### config.mk
export PLATFORM = sky130hd
export DESIGN_NAME = alu16_arbiter
export DESIGN_NICKNAME = d
export VERILOG_FILES = /design/src/rtl/alu16_arbiter.sv
export SDC_FILE = /design/constraint.sdc
export NUM_CORES = 1
export LEC_CHECK = 0
export ABC_AREA = 1
export BUFFER_PORTS_ARGS = -buffer_cell sky130_fd_sc_hd__buf_2
export CORE_MARGIN = 1.5
export CORE_UTILIZATION = 23
export DETAILED_ROUTE_END_ITERATION = 8
export PLACE_DENSITY = 0.54
export SLEW_MARGIN = 0
export SYNTH_ARGS = -nofsm -noshare
export SYNTH_HDL_FRONTEND = slang
export SYNTH_SLANG_ARGS = --single-unit
### constraint.sdc
create_clock -name clk -period 2.65 [get_ports clk]
set_input_delay 0.1325 -clock clk [delete_from_list [all_inputs] [get_ports clk]]
set_output_delay 0.1325 -clock clk [all_outputs]
set_load 0.005 [all_outputs]
### src/rtl/alu16_arbiter.sv
// Two-requester round-robin front end for the shared 16-bit ALU: decodes function codes,
// sequences IDLE/EXEC/RESP and returns a tagged, held response with signed overflow.
module alu16_arbiter #(
  parameter int unsigned WIDTH = 16
) (
  input  logic             clk,
  input  logic             reset,
  input  logic             req0_valid,
  output logic             req0_ready,
  input  logic [WIDTH-1:0] req0_a,
  input  logic [WIDTH-1:0] req0_b,
  input  logic [2:0]       req0_fn,
  input  logic             req1_valid,
  output logic             req1_ready,
  input  logic [WIDTH-1:0] req1_a,
  input  logic [WIDTH-1:0] req1_b,
  input  logic [2:0]       req1_fn,
  output logic             rsp_valid,
  input  logic             rsp_ready,
  output logic             rsp_id,
  output logic [WIDTH-1:0] rsp_result,
  output logic             rsp_cout,
  output logic             rsp_zero,
  output logic             rsp_ovf,
  output logic             rsp_err,
  output logic [WIDTH-1:0] alu_a,
  output logic [WIDTH-1:0] alu_b,
  output logic             alu_cin,
  output logic             alu_ainvert,
  output logic             alu_bnegate,
  output logic [2:0]       alu_op,
  input  logic [WIDTH-1:0] alu_result,
  input  logic             alu_cout,
  input  logic             alu_zero,
  output logic             busy,
  output logic [15:0]      ops_done
);

  typedef enum logic [1:0] {IDLE, EXEC, RESP} state_t;

  localparam int unsigned MSB = WIDTH - 1;

  state_t           state, state_nx;
  logic             last;
  logic [2:0]       fn_q;
  logic             id_q;
  logic             gnt0, gnt1;
  logic             accept;
  logic             sel_id;
  logic [WIDTH-1:0] sel_a, sel_b;
  logic [2:0]       sel_fn;
  logic             fn_illegal;
  logic             ovf;

  // {ainvert, bnegate, cin, op}; illegal codes park the ALU on plain AND.
  function automatic logic [5:0] decode(input logic [2:0] fn);
    case (fn)
      3'b000:  decode = 6'b000_000;
      3'b001:  decode = 6'b000_001;
      3'b010:  decode = 6'b000_010;
      3'b011:  decode = 6'b011_010;
      3'b100:  decode = 6'b110_000;
      3'b101:  decode = 6'b110_001;
      default: decode = 6'b000_000;
    endcase
  endfunction

  // On a tie the requester not granted last time wins; last resets to 1 so req0 wins first.
  always_comb begin
    gnt0       = req0_valid && (!req1_valid || last);
    gnt1       = req1_valid && (!req0_valid || !last);
    req0_ready = (state == IDLE) && !reset && gnt0;
    req1_ready = (state == IDLE) && !reset && gnt1;
    accept     = req0_ready || req1_ready;
    sel_id     = req1_ready;
    sel_a      = sel_id ? req1_a  : req0_a;
    sel_b      = sel_id ? req1_b  : req0_b;
    sel_fn     = sel_id ? req1_fn : req0_fn;
  end

  always_comb begin
    fn_illegal = fn_q[2] && fn_q[1];
    ovf        = 1'b0;
    if (fn_q == 3'b010)
      ovf = (alu_a[MSB] == alu_b[MSB]) && (alu_result[MSB] != alu_a[MSB]);
    else if (fn_q == 3'b011)
      ovf = (alu_a[MSB] != alu_b[MSB]) && (alu_result[MSB] != alu_a[MSB]);
  end

  always_comb begin
    state_nx = state;
    case (state)
      IDLE:    if (accept) state_nx = EXEC;
      EXEC:    state_nx = RESP;
      RESP:    if (rsp_ready) state_nx = IDLE;
      default: state_nx = IDLE;
    endcase
  end

  assign rsp_valid = (state == RESP);
  assign busy      = (state != IDLE);

  always_ff @(posedge clk or posedge reset) begin
    if (reset) state <= IDLE;
    else       state <= state_nx;
  end

  // alu_a/alu_b double as the latched operands for the overflow calculation.
  always_ff @(posedge clk or posedge reset) begin
    if (reset) begin
      last        <= 1'b1;
      fn_q        <= '0;
      id_q        <= 1'b0;
      alu_a       <= '0;
      alu_b       <= '0;
      alu_cin     <= 1'b0;
      alu_ainvert <= 1'b0;
      alu_bnegate <= 1'b0;
      alu_op      <= '0;
      rsp_id      <= 1'b0;
      rsp_result  <= '0;
      rsp_cout    <= 1'b0;
      rsp_zero    <= 1'b0;
      rsp_ovf     <= 1'b0;
      rsp_err     <= 1'b0;
      ops_done    <= '0;
    end else begin
      if (accept) begin
        alu_a <= sel_a;
        alu_b <= sel_b;
        {alu_ainvert, alu_bnegate, alu_cin, alu_op} <= decode(sel_fn);
        fn_q  <= sel_fn;
        id_q  <= sel_id;
        last  <= sel_id;
      end
      if (state == EXEC) begin
        rsp_id <= id_q;
        if (fn_illegal) begin
          rsp_result <= '0;
          rsp_cout   <= 1'b0;
          rsp_zero   <= 1'b0;
          rsp_ovf    <= 1'b0;
          rsp_err    <= 1'b1;
        end else begin
          rsp_result <= alu_result;
          rsp_cout   <= alu_cout;
          rsp_zero   <= alu_zero;
          rsp_ovf    <= ovf;
          rsp_err    <= 1'b0;
        end
      end
      if ((state == RESP) && rsp_ready)
        ops_done <= ops_done + 16'd1;
    end
  end

endmodule

* Word-level counts from Yosys, hierarchy flattened
Cells that the tools add are included.
Widths: inputs -> output; s select.
** Word-level totals
- Input port bits :: 93
- Register bits :: 82
- Output and inout bits :: 79
** Cells by class
- Multiplexer cells :: 14
- Reductions and logical operators :: 19
- $add $sub $neg :: 1
- Equal/unequal tests :: 14
** Operator list (count)
- $mux 16 :: 3
- $pmux 6 s5 :: 1
- $add 16x1->16 const B :: 1
- $eq 3x2->1 const B :: 4
- $logic_and 1x1->1 :: 9
- $eq 3x3->1 const B :: 2
- $mux 1 :: 6
- $pmux 2 s3 :: 1
- $logic_not 1->1 :: 4
- $mux 2 :: 2
- $eq 3x1->1 const B :: 1
- $logic_or 1x1->1 :: 3
- $mux 3 :: 1
- $eq 2x1->1 const B :: 1
- $eq 2x2->1 const B :: 1
- $logic_not 2->1 :: 1
- $ne 1x1->1 :: 2
- $ne 2x1->1 const B :: 1
- $ne 2x2->1 const B :: 1
- $reduce_and 2->1 :: 1
- $reduce_bool 2->1 :: 1
- $eq 1x1->1 :: 1

* Logic depth before layout (Yosys ltp)
Gate-level depths: netlist (run 1).
- Word-level depth :: 7
- Gate-level depth with buffers :: 9
- Gate-level depth less buffers :: 8

* Least setup slack after synthesis (run 1)
Ideal clock, no wire load.
- Path kind :: input-to-reg
- Start point :: input reset
- End point :: register alu_a[0]
- Stages on the path :: 5
- Setup slack :: -0.408 ns
- Required time :: 2.526 ns
- Arrival time :: 2.935 ns
- Library setup time :: 0.124 ns
- Cells stage by stage :: inv_1 nand4_1 clkbuf_1 a21oi_1 a21oi_1
** Between the ends
- Cells in the longest elaborated chain, start to end :: 4
- Elaborated cells on any way between the ends :: 6
- Classes of those cells :: 1 x mux; 5 x reduce/logical
** RTL lines
- start, declared :: line 7 : input logic reset,
- $logic_not 1->1 (no source line) *
- $logic_and 1x1->1 * :: line 72, 73
- $logic_and 1x1->1, on equally long branches :: line 73, 72
- $mux 16 / $logic_or 1x1->1 (equally long branches) :: line 76, 74
- end signal, assigned :: line 129 : alu_a <= sel_a;
- end, declared :: line 26 : output logic [WIDTH-1:0] alu_a,
Every way passes the cells marked *; elsewhere a longest branch is shown, timed or not.
A chain may end at the register's enable or synchronous reset.

* Worst setup path after layout (run 1)
- Start point :: register state[0]
- End point :: output req0_ready
** Between the ends
- Cells in the longest elaborated chain, start to end :: 3
** RTL lines
- start, declared :: line 43 : state_t state, state_nx;
- start signal, assigned :: line 105 : else state <= state_nx;
- $logic_not 2->1 :: line 72 : req0_ready = (state == IDLE) && !reset && gnt0;
- $logic_and 1x1->1 (2 in a row) :: line 72
- end, declared :: line 9 : output logic req0_ready,
No other way between the ends.

==> results of run 1 <==
## per-stage QoR
stage	power (mW)	setup WS (ps)
after global placement	3.59	881
after global routing	5.25	533
after detailed placement	3.62	828
after CTS	4.96	644
after floorplan	2.86	176
final	4.85	696
## layer usage
metal,GRT usage,vias up,wire length (um)
li1,-,1625,-
met1,0.154,1572,4500
met2,0.216,132,4730
met3,0.0595,10,846
met4,0.0368,2,88
met5,0,-,13
## kinds of logic (layout without fill, tap and decap cells)
| kind of cell | count (synthesis) | in the layout | share of synthesized area |
|---|---|---|---|
| multiplexers | 1 | 1 | 0.00319 |
| adder cells (fa/ha/maj) | 1 | 1 | 0.00355 |
| AND/OR/NAND/NOR | 149 | 149 | 0.170 |
| AO/OA/AOI/OAI | 96 | 96 | 0.160 |
| buffers and inverters | 45 | 227 | 0.0557 |
| XOR/XNOR | 13 | 13 | 0.0323 |
| flip-flops | 81 | 81 | 0.575 |
| other | 1 | 3 | 0.00106 |
## cell type report
class                           count  area [sq um]  area share
Antenna cell                        2          5.00     0.00101
Clock buffer                       11           243      0.0491
Clock inverter                      5          55.1      0.0111
Inverter                           28           109      0.0220
Multi-Input combinational cell    261          1310       0.264
Sequential cell                    81          2030       0.410
Tap cell                          188           235      0.0475
Timing Repair Buffer              183           966       0.195
## worst reg2reg max path, cell delays in order, from the launching register on
cell     delay, ps
dfstp_2        530
nand2_1         60
nand2_1        160
a21oi_4         90
inv_2          500
nor2_1         180
nand3_1        130
nand2_1         60
## how the worst max path moves through the flow
| stage | cells after the start | slack, ps | startpoint | endpoint |
|---|---|---|---|---|
| final | 4 | 700 | state[0] | req0_ready |
| after global placement | 7 | 880 | last | alu_cin |
| after detailed placement | 7 | 830 | last | alu_cin |
| after global routing | 5 | 530 | state[0] | req1_ready |
| after floorplan | 5 | 180 | reset | alu_a[11] |
| after CTS | 5 | 640 | state[0] | req1_ready |
## power by group
part,switching (mW),internal [mW]
combinational,0.848,0.733
sequential,0.284,1.72
clock,0.513,0.753
## synth_stat cells
cell type,n
a21oi_1,62
a21oi_4,1
a22o_1,18
a31oi_1,1
buf_2,7
buf_4,5
clkbuf_1,5
conb_1,1
dfrtp_1,80
dfstp_2,1
ha_1,1
inv_1,26
inv_2,2
mux2_2,1
nand2_1,75
nand2_2,1
nand3_1,8
nand3_2,1
nand3b_1,1
nand4_1,2
nor2_1,57
nor2_2,1
nor3_1,2
nor3_2,1
o21ai_0,12
o21bai_1,1
o22ai_1,1
xnor2_1,6
xor2_1,7
## timing repair
action | 4_1_cts | 5_1_grt
endpoints found under the hold margin | 7 | 0
hold buffers | 7 | 0
setup buffers | 0 | 0
## state kept, by name (all words and copies together) (netlist names)
name / flops
ops_done: 16
rsp_result: 16
alu_cin: 1
state: 2
rsp_ovf: 1
rsp_err: 1
alu_b: 16
fn_q: 3
alu_bnegate: 1
alu_op: 2
rsp_zero: 1
last: 1
rsp_id: 1
alu_ainvert: 1
id_q: 1
rsp_cout: 1
alu_a: 16
==> metrics.md, run 1 <==
| Metric | Value |
|---|---|
| Clock sink total | 81 |
| R2r worst-path depth | 7 |
| Commonest cells after routing, fill and taps aside | buf_2 (170), dfrtp_1 (80), nand2_1 (75), a21oi_1 (62), nor2_1 (56) |
| # DRC | 0 |
| Final Wtd Congestion | 0.818 |
| Clk_lat worst skew | 340 ps |
| Fraction of final layout cells sized beyond drive strength 1 | 0.355 |
| CORE AREA | around 0.015 sq mm |
| Most common cell after layout, fill and taps aside | buf_2 |
| Sequential share of the synthesized area | 0.575 |
| Vias per cell | 4.40 |
| Mapped Cells | just under 400 |
| DP HPWL | 7020 um |
| Outcome | finished clean |
| Synth top area share | 0.567 |
| Worst R2R End | alu_cin |
| Finished Core Util | 0.328 |
| Crit path required time | roughly 2500 ps |
| Hold crit path type | input pin to flip-flop |
| Hold endpoint | rsp_result[13] |
| Die width | 127 um |
| CP Cell Sequence | nor2_2, nand2_2, nor2_1, buf_2 |
| Finished Cell Area | 0.00495 sq mm |
| WP buf/inv | 1 |
| Slew @ Worst Pin | 1030 ps |
| Final max-slew violation count | 0 |
| Aggregate global-route resource usage | 0.131 |
| Cell taking the most area after synthesis | dfrtp_1 |
| Mapped Nets | 481 |
| CP delay by family, top | simple AND/OR/NAND/NOR gates |
| Final setup vio count | 0 |
| Clk buf depth | 2 |
| Worst-path clk slew | 60 ps |
| Synth warn | 0 |
| Fin cells | about 760 |
| Rel. slew slack | 0.313 |
| FILL cells | 1591 |
| Max Cap Violations | 0 |
| Layout area overhead | 40.2% |
| Hold_sp | alu_result[13] |
| Critical path arrival | between 1500 and 2000 ps |
| Total die area | 0.0161 sq mm |
| Min cycle time layout | 1950 ps |
| # placed instances | 734 |
| Final Cycle Share | 0.737 |
| Sum of negative setup slack | 0 ps |
| # IOs | 172 |
| CTS tree | yes |
| Final Net Count | 658 |
| Crit Path Max Fanout | 7 |
| Initial antenna violation count | 2 |
| Post_cts resized | 0 |
| Critical path type | flip-flop to output port |
| Mapped cell area | 0.00353 sq mm |
| RSZ-0062 raised after global routing | no |
| Starting Density | 0.234 |
| Initial DRC Count | 107 |
| Worst Skew | 5.63 ps |
| Max Fclk | 0.512 GHz |
| Pre-antenna DRT Iters | 4 |
| Pin count of the biggest net entering global routing | 82 |
| Synthesized flop and latch total | 81 |
| Placed instance area | 0.00457 sq mm |
| Reg2reg setup slack | a little over 800 ps |
| Vias in the first global route | 3372 |
| P_leak | around 2.5 nW |
| Routed WL | 10200 um |
| Input/output buffers | 170 |
| Hold Path Depth | 2 |
| CTS Root Cell | clkbuf_16 |
| Global-route wire length before repair | 16400 um |
| Row count | 45 |
| Routed vias | between 3000 and 4000 |
| CTS H-tree depth | 3 |
| Netlist cell types | 29 |
| Remaining Overflow, GRT | 0 |
| Final hold violation count | 0 |
| Crit start category | flip-flop |
| Die H | 127 um |
| Final ANT Viol Nets | 0 |
| Peak supply drop | 0.333 mV |
| P per Cell Area | 981 mW/mm^2 |
| Reg2reg start | last |
| Worst Hold Slack | 16.2 ps |
| Critical Path End Type | output port |
| Synth area leaders | dfrtp_1 (57%), a21oi_1 (8.8%), nand2_1 (8.0%) |
| Total CTS buffers | 9 |
| CP max-delay cell | nor2_1 |
| Worst path max stage delay | 500 ps |
| WL per Instance | 13.4 um |
| Syn_area_per_cell | slightly above 9 sq um |
No activity file was read; power rests on OpenSTA's default activity.
==> inputs of run 2 (changes only) <==
--- a/config.mk
+++ b/config.mk
@@ -5,7 +5,7 @@
 export SDC_FILE = /design/constraint.sdc
 export NUM_CORES = 1
 export LEC_CHECK = 0
-export ABC_AREA = 1
+export ABC_AREA = 0
 export BUFFER_PORTS_ARGS = -buffer_cell sky130_fd_sc_hd__buf_2
 export CORE_MARGIN = 1.5
 export CORE_UTILIZATION = 23
==> constraint.sdc (replaced) <==
create_clock -name clk -period 1.66 [get_ports clk]
set_input_delay 0.083 -clock clk [delete_from_list [all_inputs] [get_ports clk]]
set_output_delay 0.083 -clock clk [all_outputs]
set_load 0.005 [all_outputs]
==> metrics.md, run 2 <==
| Metric | Value |
|---|---|
| Antenna fix cells | 0 |
| Met2 routed WL | 4550 um |
| Clk_lat worst skew | 340 ps |
| Cell taking the most area after synthesis | dfrtp_1 |
| CTS tree | yes |
| Aggregate global-route resource usage | 0.118 |
| Syn_area_per_cell | 11.3 sq um |
| Top cells by count, synth | dfrtp_1 (80), nor2_1 (44), a21oi_1 (42) |
| Final max-slew violation count | 0 |
| Routed WL | ~9400 um |
| Final hold violation count | 0 |
| Synth top area share | 0.557 |
| Synth Flop Type | dfrtp_1 |
| RSZ-0062 raised after global routing | yes |
| Input/output buffers | 170 |
| Final Cycle Share | 0.968 |
| Fraction of final layout cells sized beyond drive strength 1 | 0.433 |
| Synthesized flop and latch total | 81 |
| Mapped cell area | 0.00359 sq mm |
| Met1 WL | 4090 um |
| Mapped Nets | 411 |
| CTS Root Cell | clkbuf_16 |
| Sequential share of the synthesized area | 0.564 |
| Finished Cell Area | between 0.005 and 0.006 sq mm |
| Commonest cells after routing, fill and taps aside | buf_2 (170), dfrtp_1 (79), nor2_1 (44), a21oi_1 (41), mux2i_1 (35) |
| Pin count of the biggest net entering global routing | just over 80 |
| Crit Path Max Fanout | 3 |
| Total die area | 0.0164 sq mm |
| Critical path type | flip-flop to output port |
| P_leak | 2.82 nW |
| Critical path arrival | 1520 ps |
| Worst setup margin | 52.4 ps |
| CP Cell Sequence | nor3_4, buf_6, nand2_2, a21oi_2, buf_2 |
| CTS H-tree depth | 3 |
| Worst path max stage delay | 420 ps |
| Worst slack, placed | roughly 58 ps |
| CORE AREA | 0.0153 sq mm |
| Most frequent cell after synthesis | dfrtp_1 |
| Crit start category | flip-flop |
| Most common cell after layout, fill and taps aside | buf_2 |
| Outcome | finished clean |
| Crit path required time | 1580 ps |
| Layout area overhead | 49.5% |
| Initial DRC Count | 115 |
| Total power | 7.58 mW |
| Starting Density | 0.236 |
| Final setup vio count | 0 |
| Met3 WL | 601 um |
| DP HPWL | 6680 um |
| Die H | 128 um |
| Vias per cell | 4.12 |
| Row count | 45 |
| # DRC | 0 |
| Critical Path End Type | output port |
| Worst Skew | 8.63 ps |
| Max Cap Violations | 0 |
| Peak supply drop | 0.670 mV |
| Mapped Cells | 317 |
| Asr flop ratio synth | 1.00 |
| WL per Instance | 12.7 um |
| Final ANT Viol Nets | 0 |
| Total CTS buffers | 9 |
| Clk buf depth | 2 |
| CP max-delay cell | dfrtp_2 |
| Highest routing layer actually used | met4 |
| Die width | 128 um |
| Hold crit path type | input pin to flip-flop |
| # IOs | 172 |
| Min cycle time layout | about 1600 ps |
| Clock sink total | 81 |
| Final Net Count | 616 |
| Placed instance area | 0.00478 sq mm |
| Final Wtd Congestion | just under 0.7 |
| Pre-antenna DRT Iters | 5 |
| Worst-path clk slew | 60 ps |
| Synth warn | 0 |
| Vias in the first global route | slightly above 3000 |
| Netlist cell types | 42 |
| Routed vias | 3041 |
| Synth area leaders | dfrtp_1 (56%), mux2i_1 (9.7%), a21oi_1 (5.8%) |
| Sum of negative setup slack | 0 ps |
| Global-route wire length before repair | 14900 um |
| Remaining Overflow, GRT | 0 |
| EDFF count, synth | 0 |
| Max Fclk | 0.622 GHz |
| Initial antenna violation count | 0 |
| P per Cell Area | 1410 mW/mm^2 |
run 2: changes by cell type in the layout (fill, tap and decap cells not counted), moves of 10 or more:
cell / before / now
a21oi_1: 62 / 41
buf_4: 6 / 16
dlygate4sd3_1: 7 / 20
inv_1: 25 / 8
mux2i_1: 0 / 35
nand2_1: 75 / 7
nor2_1: 56 / 44
o21ai_0: 12 / 1
run 2: logic make-up after synthesis:
kind of cell,share of synthesized area
AND/OR/NAND/NOR,0.125
adder cells (fa/ha/maj),0.00348
buffers and inverters,0.0365
XOR/XNOR,0.0432
AO/OA/AOI/OAI,0.123
other,0.00104
flip-flops,0.564
multiplexers,0.104
run 2: worst max-delay path: cells and delay by family, from the launching register on:
family | cells | cell delay [ps]
compound gates | 1 | 110
simple gates | 2 | 350
flops | 1 | 420
buf+inv | 2 | 310
run 2: per-stage QoR:
| step | std cells | hold WS [ps] | util |
|---|---|---|---|
| floorplan | 317 | 146 | - |
| global placement | 694 | 274 | 0.314 |
| detailed placement | 694 | 280 | 0.314 |
| CTS | 732 | 10.5 | 0.349 |
| global route | 738 | 30.3 | 0.352 |
| finish | 738 | 19.8 | 0.352 |
run 2: power by group:
group          switching, mW  total (mW)  internal, mW
Sequential             0.414        3.10          2.69
Clock                  0.812        2.13          1.32
Combinational           1.10        2.35          1.25
Total                   2.33        7.58          5.26
run 2: layout make-up:
cell class / instances / area (sq um)
clock inverter: 5 / 80.1
fill: 1576 / 9880
sequential: 81 / 2030
inverter: 9 / 37.5
clock buffer: 11 / 233
timing repair buffer: 212 / 1280
tap: 211 / 264
multi-input combinational: 209 / 1450
run 2: timing repair:
action,in CTS,in global routing
buffers inserted,2,6
endpoints found under the hold margin,99,0
hold buffers,20,0
pin swaps,1,2
setup endpoints to repair,2,2
resized for setup,3,2
run 2: layer usage:
metal	vias to the layer above	global-route usage
li1	1517	-
met1	1417	0.140
met2	97	0.195
met3	10	0.0422
met4	0	0.0476
met5	-	0
run 2: final timing paths:
path	endpoint	slack (ps)	startpoint	depth (start not counted)
min in group asynchronous	rsp_result[0]	490	reset	4
worst max register to register	ops_done[12]	60	state[0]	4
worst max-delay path	req0_ready	50	state[1]	5
worst min-delay path	state[1]	20	rsp_ready	2
worst min register to register	ops_done[15]	470	ops_done[15]	1
max in group asynchronous	last	810	reset	4
